### config.mk
export PLATFORM = sky130hd
export DESIGN_NAME = spi_sample_rx
export DESIGN_NICKNAME = d
export VERILOG_FILES = /design/src/rtl/spi_sample_rx.sv
export SDC_FILE = /design/constraint.sdc
export NUM_CORES = 1
export LEC_CHECK = 0
export CAP_MARGIN = 10
export CORE_ASPECT_RATIO = 0.5
export CORE_MARGIN = 2
export CORE_UTILIZATION = 25
export CTS_CLUSTER_DIAMETER = 50
export DETAILED_ROUTE_END_ITERATION = 16
export PLACE_DENSITY = 0.4
export SYNTH_ARGS = -nofsm -noshare
export SYNTH_HDL_FRONTEND = slang
export SYNTH_SLANG_ARGS = --single-unit
### constraint.sdc
create_clock -name clk -period 2.2 [get_ports clk]
set_input_delay 0.44 -clock clk [delete_from_list [all_inputs] [get_ports clk]]
set_output_delay 0.44 -clock clk [all_outputs]
set_load 0.01 [all_outputs]
### src/rtl/spi_sample_rx.sv
// Receive end of the FPGA-to-Pi sample link: oversamples sclk/ncs/din in the clk domain,
// deserializes sign-magnitude frames, and presents each good frame in raw and two's-complement form.
module spi_sample_rx #(
    parameter int BITS = 11
) (
    input  logic            clk,
    input  logic            reset,
    input  logic            sclk,
    input  logic            din,
    input  logic            ncs,
    output logic [BITS-1:0] sample,
    output logic [BITS:0]   sampleTc,
    output logic            valid,
    output logic            frameErr,
    output logic [7:0]      frameCount
);

    localparam int CNT_W = $clog2(BITS + 2);
    localparam logic [CNT_W-1:0] CNT_FULL = CNT_W'(BITS);
    localparam logic [CNT_W-1:0] CNT_SAT  = CNT_W'(BITS + 1);

    typedef enum logic [1:0] {
        S_WAITIDLE = 2'd0,
        S_IDLE     = 2'd1,
        S_RECV     = 2'd2
    } state_t;

    state_t          state_q;

    logic            sclk_s1_q, sclk_s2_q, sclk_s3_q;
    logic            ncs_s1_q,  ncs_s2_q,  ncs_s3_q;
    logic            din_s1_q,  din_s2_q,  din_s3_q;

    logic            sclk_rise_q, ncs_rise_q, ncs_fall_q;

    logic [CNT_W-1:0] cnt_q, cnt_d;
    logic [BITS-1:0]  shift_q, shift_d;

    logic [BITS-1:0]  sample_q;
    logic [BITS:0]    sample_tc_q;
    logic             valid_q;
    logic             frame_err_q;
    logic [7:0]       frame_count_q;

    function automatic logic [BITS:0] to_tc(input logic [BITS-1:0] sm);
        logic [BITS:0] mag;
        mag = {2'b00, sm[BITS-2:0]};
        // Negative zero naturally maps to 0 because 0 - 0 = 0.
        return sm[BITS-1] ? ((BITS+1)'(0) - mag) : mag;
    endfunction

    // Two-flop synchronizers plus a third copy used as the edge-detect reference.
    always_ff @(posedge clk or negedge reset) begin
        if (!reset) begin
            sclk_s1_q <= 1'b0;
            sclk_s2_q <= 1'b0;
            sclk_s3_q <= 1'b0;
            ncs_s1_q  <= 1'b0;
            ncs_s2_q  <= 1'b0;
            ncs_s3_q  <= 1'b0;
            din_s1_q  <= 1'b0;
            din_s2_q  <= 1'b0;
            din_s3_q  <= 1'b0;
        end else begin
            sclk_s1_q <= sclk;
            sclk_s2_q <= sclk_s1_q;
            sclk_s3_q <= sclk_s2_q;
            ncs_s1_q  <= ncs;
            ncs_s2_q  <= ncs_s1_q;
            ncs_s3_q  <= ncs_s2_q;
            din_s1_q  <= din;
            din_s2_q  <= din_s1_q;
            din_s3_q  <= din_s2_q;
        end
    end

    // Registered edge strobes; din_s3_q is the data bit aligned with sclk_rise_q.
    always_ff @(posedge clk or negedge reset) begin
        if (!reset) begin
            sclk_rise_q <= 1'b0;
            ncs_rise_q  <= 1'b0;
            ncs_fall_q  <= 1'b0;
        end else begin
            sclk_rise_q <= sclk_s2_q & ~sclk_s3_q;
            ncs_rise_q  <= ncs_s2_q  & ~ncs_s3_q;
            ncs_fall_q  <= ~ncs_s2_q & ncs_s3_q;
        end
    end

    // Shift/count update, so a coincident ncs rise evaluates the post-shift count.
    always_comb begin
        cnt_d   = cnt_q;
        shift_d = shift_q;
        if (sclk_rise_q) begin
            shift_d = {shift_q[BITS-2:0], din_s3_q};
            if (cnt_q != CNT_SAT) begin
                cnt_d = cnt_q + CNT_W'(1);
            end
        end
    end

    always_ff @(posedge clk or negedge reset) begin
        if (!reset) begin
            state_q       <= S_WAITIDLE;
            cnt_q         <= '0;
            shift_q       <= '0;
            sample_q      <= '0;
            sample_tc_q   <= '0;
            valid_q       <= 1'b0;
            frame_err_q   <= 1'b0;
            frame_count_q <= '0;
        end else begin
            valid_q     <= 1'b0;
            frame_err_q <= 1'b0;
            case (state_q)
                S_WAITIDLE: begin
                    if (ncs_s3_q) begin
                        state_q <= S_IDLE;
                    end
                end
                S_IDLE: begin
                    if (ncs_fall_q) begin
                        cnt_q   <= '0;
                        shift_q <= '0;
                        state_q <= S_RECV;
                    end
                end
                S_RECV: begin
                    cnt_q   <= cnt_d;
                    shift_q <= shift_d;
                    if (ncs_rise_q) begin
                        state_q <= S_IDLE;
                        if (cnt_d == CNT_FULL) begin
                            sample_q      <= shift_d;
                            sample_tc_q   <= to_tc(shift_d);
                            valid_q       <= 1'b1;
                            frame_count_q <= frame_count_q + 8'd1;
                        end else begin
                            frame_err_q <= 1'b1;
                        end
                    end
                end
                default: state_q <= S_WAITIDLE;
            endcase
        end
    end

    assign sample     = sample_q;
    assign sampleTc   = sample_tc_q;
    assign valid      = valid_q;
    assign frameErr   = frame_err_q;
    assign frameCount = frame_count_q;

endmodule

==> results of run 1 <==
## power groups by stage
stage               clock, mW  sequential, mW  combinational (mW)
floorplan                   0            1.29               0.620
global placement            0            1.30               0.990
detailed placement          0            1.30                1.00
CTS                      1.41            1.29                1.01
global route             1.46            1.31                1.20
finish                   1.37            1.30                1.07
## path summary, 6_finish.rpt
path                                      startpoint                 endpoint  slack (ns)  cells after the start
worst max-delay path            cnt_q[0]$_DFFE_PN0P_    sample[8]$_DFFE_PN0P_        0.04                      8
worst min-delay path                           reset      sclk_s1_q$_DFF_PN0_        0.10                      2
worst max register to register  cnt_q[0]$_DFFE_PN0P_    sample[8]$_DFFE_PN0P_        0.04                      8
worst min register to register    din_s1_q$_DFF_PN0_       din_s2_q$_DFF_PN0_        0.35                      0
max in group asynchronous                      reset  sampleTc[6]$_DFFE_PN0P_        1.81                      2
min in group clk                  din_s1_q$_DFF_PN0_       din_s2_q$_DFF_PN0_        0.35                      0
## what timing repair did
item,CTS,global route
resized for setup,3,16
buffers inserted,0,3
cloned,0,1
setup endpoints to repair,21,23
pin swaps,0,3
endpoints found under the hold margin,0,0
## flip-flops by register name (all words and copies together) (netlist names), 2 cells and up
name and count:
cnt_q 4, sample 11, sampleTc 10, frameCount 8, shift_q 11, state_q 2
## layout make-up
| cell class | count | area (sq um) | area share |
|---|---|---|---|
| tap | 165 | 206 | 0.0505 |
| clock inverter | 5 | 52.6 | 0.0129 |
| timing repair buffer | 68 | 642 | 0.157 |
| sequential | 60 | 1510 | 0.368 |
| clock buffer | 11 | 233 | 0.0569 |
| multi-input combinational | 191 | 1400 | 0.343 |
| inverter | 13 | 48.8 | 0.0119 |
## cell families (layout without fill, tap and decap cells)
family | Yosys count | count (layout) | synth area share
buffers and inverters | 34 | 97 | 0.0566
DFF | 60 | 60 | 0.503
and+or+nand+nor | 81 | 81 | 0.140
xor gates and xnor gates | 14 | 14 | 0.0411
muxes | 24 | 24 | 0.0994
AOI/OAI and AO/OA | 68 | 68 | 0.143
adders and majority gates | 4 | 4 | 0.0168
## placed cells by master (no fill, tap or decap), types with 4 or more instances in the layout
master	netlist	layout
nor2b_1	7	7
nand2_1	28	27
buf_4	3	26
o31ai_1	4	4
clkdlybuf4s50_1	0	36
mux2_4	8	10
a31oi_1	5	5
nand2b_1	8	7
nand3_1	5	5
a21oi_1	12	11
o21ai_0	20	19
nor3_1	9	8
clkbuf_16	0	10
nor2_1	14	14
inv_1	13	11
xor2_1	7	7
mux2_2	13	11
o22ai_1	7	7
dfrtp_1	60	57
xnor2_1	7	7
o211ai_1	6	6
## routing by layer
metal / vias to the layer above / global-route usage
li1: 1117 / -
met1: 1108 / 0.166
met2: 46 / 0.170
met3: 15 / 0.0368
met4: 0 / 0.0550
met5: - / 0
## metrics by stage
stage | TNS, ns | worst slack, ns | hold slack, ns | utilization | cell area [sq um]
global placement | -0.306 | -0.0709 | 0.334 | 0.314 | 3680
global route | -0.203 | -0.0235 | 0.119 | 0.348 | 4090
detailed placement | -0.773 | -0.0918 | 0.337 | 0.314 | 3680
CTS | 0 | 0.00593 | 0.129 | 0.339 | 3970
floorplan | -0.122 | -0.0152 | 0.144 | - | 3000
finish | 0 | 0.0351 | 0.100 | 0.348 | 4090
==> key figures, run 1 <==
Outcome
  • Status: finished, final reports clean

Floorplan
  • Chip Width: 158 microns
  • IO Count: 38
  • Num rows: 28
  • Die area: 12,900 sq um
  • Initial core utilization: 0.254
  • CORE AREA: 11,700 sq um
  • Die height: 81.2 microns

Global route
  • GRT Total Usage: 0.120
  • Global route overflow: 0
  • First-pass GRT wire length: 11.4 mm
  • Number of global-route vias before repair: 2,177
  • Initial antenna violation count: 0
  • Largest net degree at the start of global routing: 61

CTS
  • CTS root buf: clkbuf_16
  • Max Buffers Root-to-Sink: 2
  • Worst-path clk slew: 0.05 ns
  • CTS buffer count: 9
  • Worst-Skew Late Latency: 0.33 ns
  • CTS Sinks: 60
  • CTS tree: done
  • H-tree depth: 3
  • # hold bufs at CTS: 0

Yosys
  • Ys flop type: dfrtp_1
  • Post-synth cell types: 42
  • Synth Instances: 285
  • Post-synth EDFFs: 0
  • Syn Nets: 294
  • Syn Area/Cell: 10.5 sq um
  • Synthesized area: 2980 sq um
  • Synth area leader: dfrtp_1
  • Most common cell in the netlist: dfrtp_1
  • Synth cell count leaders: dfrtp_1 (60), nand2_1 (28), o21ai_0 (20)
  • Synth area leaders: dfrtp_1 (50%), mux2_2 (4.9%), mux2_4 (4.0%)
  • Yosys warnings: 0
  • Synth Register Bits: 60
  • Post-synthesis sequential area ratio: 0.503
  • Synth top area share: 0.503
  • Asr flop ratio synth: 1.00

STA
  • Worst slew pin tran: 0.649 ns
  • Max Freq: 462 MHz
  • Clock Skew: 0.00810 ns
  • Final Hold Viols: 0
  • Number of setup violations in the final report: 0
  • Fin crit share: 0.984
  • Minimum clock period after layout: 2.16 ns
  • RSZ-0062 raised after global routing: true
  • Max_slew headroom: 0.566
  • Slew Limit Fails: 0

Setup path
  • CP startpoint kind: register
  • Worst Path Max Fanout: 8
  • CP endpoint kind: register
  • CP Data Arrival Time: 2.38 ns
  • CP Class: register to register
  • Top delay family on crit path: simple AND/OR/NAND/NOR gates
  • Cell Chain, Critical Path: inv_2 > ha_4 > nand2_4 > a31oi_1 > or4_4 > nor2_8 > clkbuf_16 > mux2_4
  • Crit path buf inv count: 2
  • Worst EP required: 2.41 ns
  • CP peak stage delay: 0.60 ns
  • Slowest cell on crit path: or4_4

Power and ir drop
  • Comb pwr share: 0.287
  • Pwr/cell area: 916 nW/um^2
  • NetSw: 1.20 mW
  • Sw Share: 0.322
  • Pint: 2.54 mW
  • Clock share of power: 0.366
  • Peak supply drop: 0.339 mV
  • Leakage: 1.78 nW
  • Pwr Total: 3.74 mW
  • Seq pwr share: 0.347

Cells and area
  • Nets: 352
  • Antenna diode count: 0
  • Fillcell total: 1,197
  • Layout area overhead: 37.0%
  • Non-Filler Instances: 513
  • Layout cell share with drive strength beyond 1: 0.247

Routing
  • Via count: 2,286
  • Drt drc: 0
  • Routed vias/inst: 4.46
  • Max layer used: met4
  • Post-DR wirelength/cell: 14.1 microns
  • Post-route ant nets: 0
  • Final wirelength: 7.24 mm
  • Met3 WL: 359 microns
  • Met2 wire len: 3.06 mm
  • DRT met1 WL: 3.68 mm
  • First DRT Iteration DRCs: 115
  • TritonRoute pass-1 iters: 4

Job
  • Max-cap violations: 0

Placement
  • Routability cong.: 0.825
  • Cells after DPL: 493
  • DP HPWL: 4.88 mm
  • Port Buf Inserts: 37

Hold path
  • Min-Delay Path Class: input port to async pin
(Power assumes the default switching activity.)
==> run 2, diff against run 1 <==
clock period = 1.79 ns   (was 2.2 ns; I/O delays follow)
==> key figures, run 2 (synthesis results as in run 1) <==
CTS
  • # hold bufs at CTS: 0
  • CTS buffer count: 9
  • H-tree depth: 3
  • CTS tree: done
  • CTS Sinks: 60
  • Worst-Skew Late Latency: 0.32 ns
  • Max Buffers Root-to-Sink: 2
  • CTS root buf: clkbuf_16
  • Worst-path clk slew: 0.05 ns

STA
  • Fin crit share: 1.23
  • Final WS setup: -0.407 ns
  • Worst slew pin tran: 0.367 ns
  • Slew Limit Fails: 0
  • Max_slew headroom: 0.753
  • Max Freq: 455 MHz
  • Minimum clock period after layout: 2.20 ns
  • Number of setup violations in the final report: 31
  • Setup TNS: -9.71 ns
  • RSZ-0062 raised after global routing: true
  • Final Hold Viols: 0
  • Clock Skew: 0.00516 ns

Placement
  • Routability cong.: 0.809
  • Port Buf Inserts: 37
  • Cells after DPL: 503
  • Area after DPL: 3770 sq um
  • DP HPWL: 5.07 mm

Routing
  • Drt drc: 0
  • Via count: 2,333
  • Post-route ant nets: 0
  • First DRT Iteration DRCs: 101
  • TritonRoute pass-1 iters: 4
  • Final wirelength: 7.65 mm
  • Routed vias/inst: 4.40
  • Post-DR wirelength/cell: 14.4 microns

Global route
  • GRT met3 Usage: 0.0384
  • Number of global-route vias before repair: 2,240
  • First-pass GRT wire length: 12.2 mm
  • Global route overflow: 0
  • Largest net degree at the start of global routing: 61
  • GRT met1 Usage: 0.180
  • Met2 Use GR: 0.182
  • Initial antenna violation count: 0
  • GRT Total Usage: 0.125
  • GRT busiest layer: met2

Cells and area
  • Fillcell total: 1,161
  • Leading cell type in the layout, fill and taps excluded: dfrtp_1
  • Non-Filler Instances: 530
  • Nets: 369
  • Reg area: 1510 sq um
  • Leading cell types in the layout, fill and taps excluded: dfrtp_1 (57), buf_4 (38), clkdlybuf4s50_1 (36)
  • Layout area overhead: 47.0%
  • Antenna diode count: 0
  • Final Util: 0.374
  • Final instance area: 4380 sq um
  • Layout cell share with drive strength beyond 1: 0.323
  • Footprint of the multi-input gates: 1520 sq um

Setup path
  • CP startpoint kind: register
  • CP Class: register to register
  • Worst R2R Start: cnt_q[0]$_DFFE_PN0P_
  • Worst Path Max Fanout: 8
  • R2r setup slk: -0.41 ns
  • CP endpoint kind: register
  • Worst EP required: 1.99 ns
  • Worst Setup SP: cnt_q[0]$_DFFE_PN0P_
  • CP Data Arrival Time: 2.40 ns

Power and ir drop
  • Pwr Total: 4.74 mW
  • Pwr/cell area: 1080 nW/um^2
  • Peak supply drop: 0.483 mV
  • Leakage: 1.96 nW

Job
  • Max-cap violations: 0

Floorplan
  • IO Count: 38
  • Die height: 81.2 microns
  • Initial core utilization: 0.254
  • Num rows: 28
  • Die area: 12,900 sq um
  • CORE AREA: 11,700 sq um
  • Chip Width: 158 microns

Hold path
  • Min-Delay Path Class: input port to async pin

Outcome
  • Failing checks: setup timing
  • Status: finished, violations left
-- run 2: changes by cell type in the layout (fill, tap and decap cells not counted), sizes merged --
cell / before / now
clkbuf: 13 / 12
buf: 30 / 48
-- run 2: what timing repair did --
item / 4_1_cts / 5_1_grt
gates cloned: 0 / 1
pin swaps: 0 / 12
buffers inserted: 2 / 8
setup endpoints to repair: 32 / 32
resized for setup: 13 / 38
-- run 2: where the power goes --
part	leakage, nW	total, mW	internal [mW]	switching (mW)
registers	0.801	1.59	1.47	0.120
logic	1.02	1.49	0.693	0.796
clock network	0.139	1.66	1.07	0.592
-- run 2: final timing paths --
| check | end | cells after the start |
|---|---|---|
| hold / removal | cnt_q[3]$_DFFE_PN0P_ | 2 |
| hold reg to reg | din_s3_q$_DFF_PN0_ | 0 |
| max in group asynchronous | cnt_q[1]$_DFFE_PN0P_ | 2 |
| setup / recovery | sample[0]$_DFFE_PN0P_ | 7 |
| min in group clk | din_s3_q$_DFF_PN0_ | 0 |
| setup reg to reg | sample[0]$_DFFE_PN0P_ | 7 |
-- run 2: critical path, stage by stage (launching register included) --
cell and delay, ns:
dfrtp_2 0.45, ha_4 0.18, o21ai_2 0.13, a31oi_2 0.06
or4_4 0.58, nor2_8 0.17, clkbuf_16 0.19, mux2_4 0.30
-- run 2: metrics by stage --
stage          hold slack, ns  setup slack (ns)
2_1_floorplan          0.0624            -0.425
3_3_place_gp            0.331            -0.420
4_1_cts                0.0454            -0.380
3_5_place_dp            0.335            -0.466
6_report               0.0366            -0.407
5_1_grt                0.0472            -0.465
-- run 2: layout make-up --
type,count,share of cell area
multi-input combinational,191,0.347
sequential,60,0.343
timing repair buffer,85,0.186
clock buffer,11,0.0531
tap,165,0.0471
clock inverter,5,0.0120
inverter,13,0.0111
-- run 2: layer usage --
layer	part of all wire	wire length [microns]
met4	0.0060	46
met3	0.029	221
met2	0.43	3300
met5	0	0
met1	0.53	4080
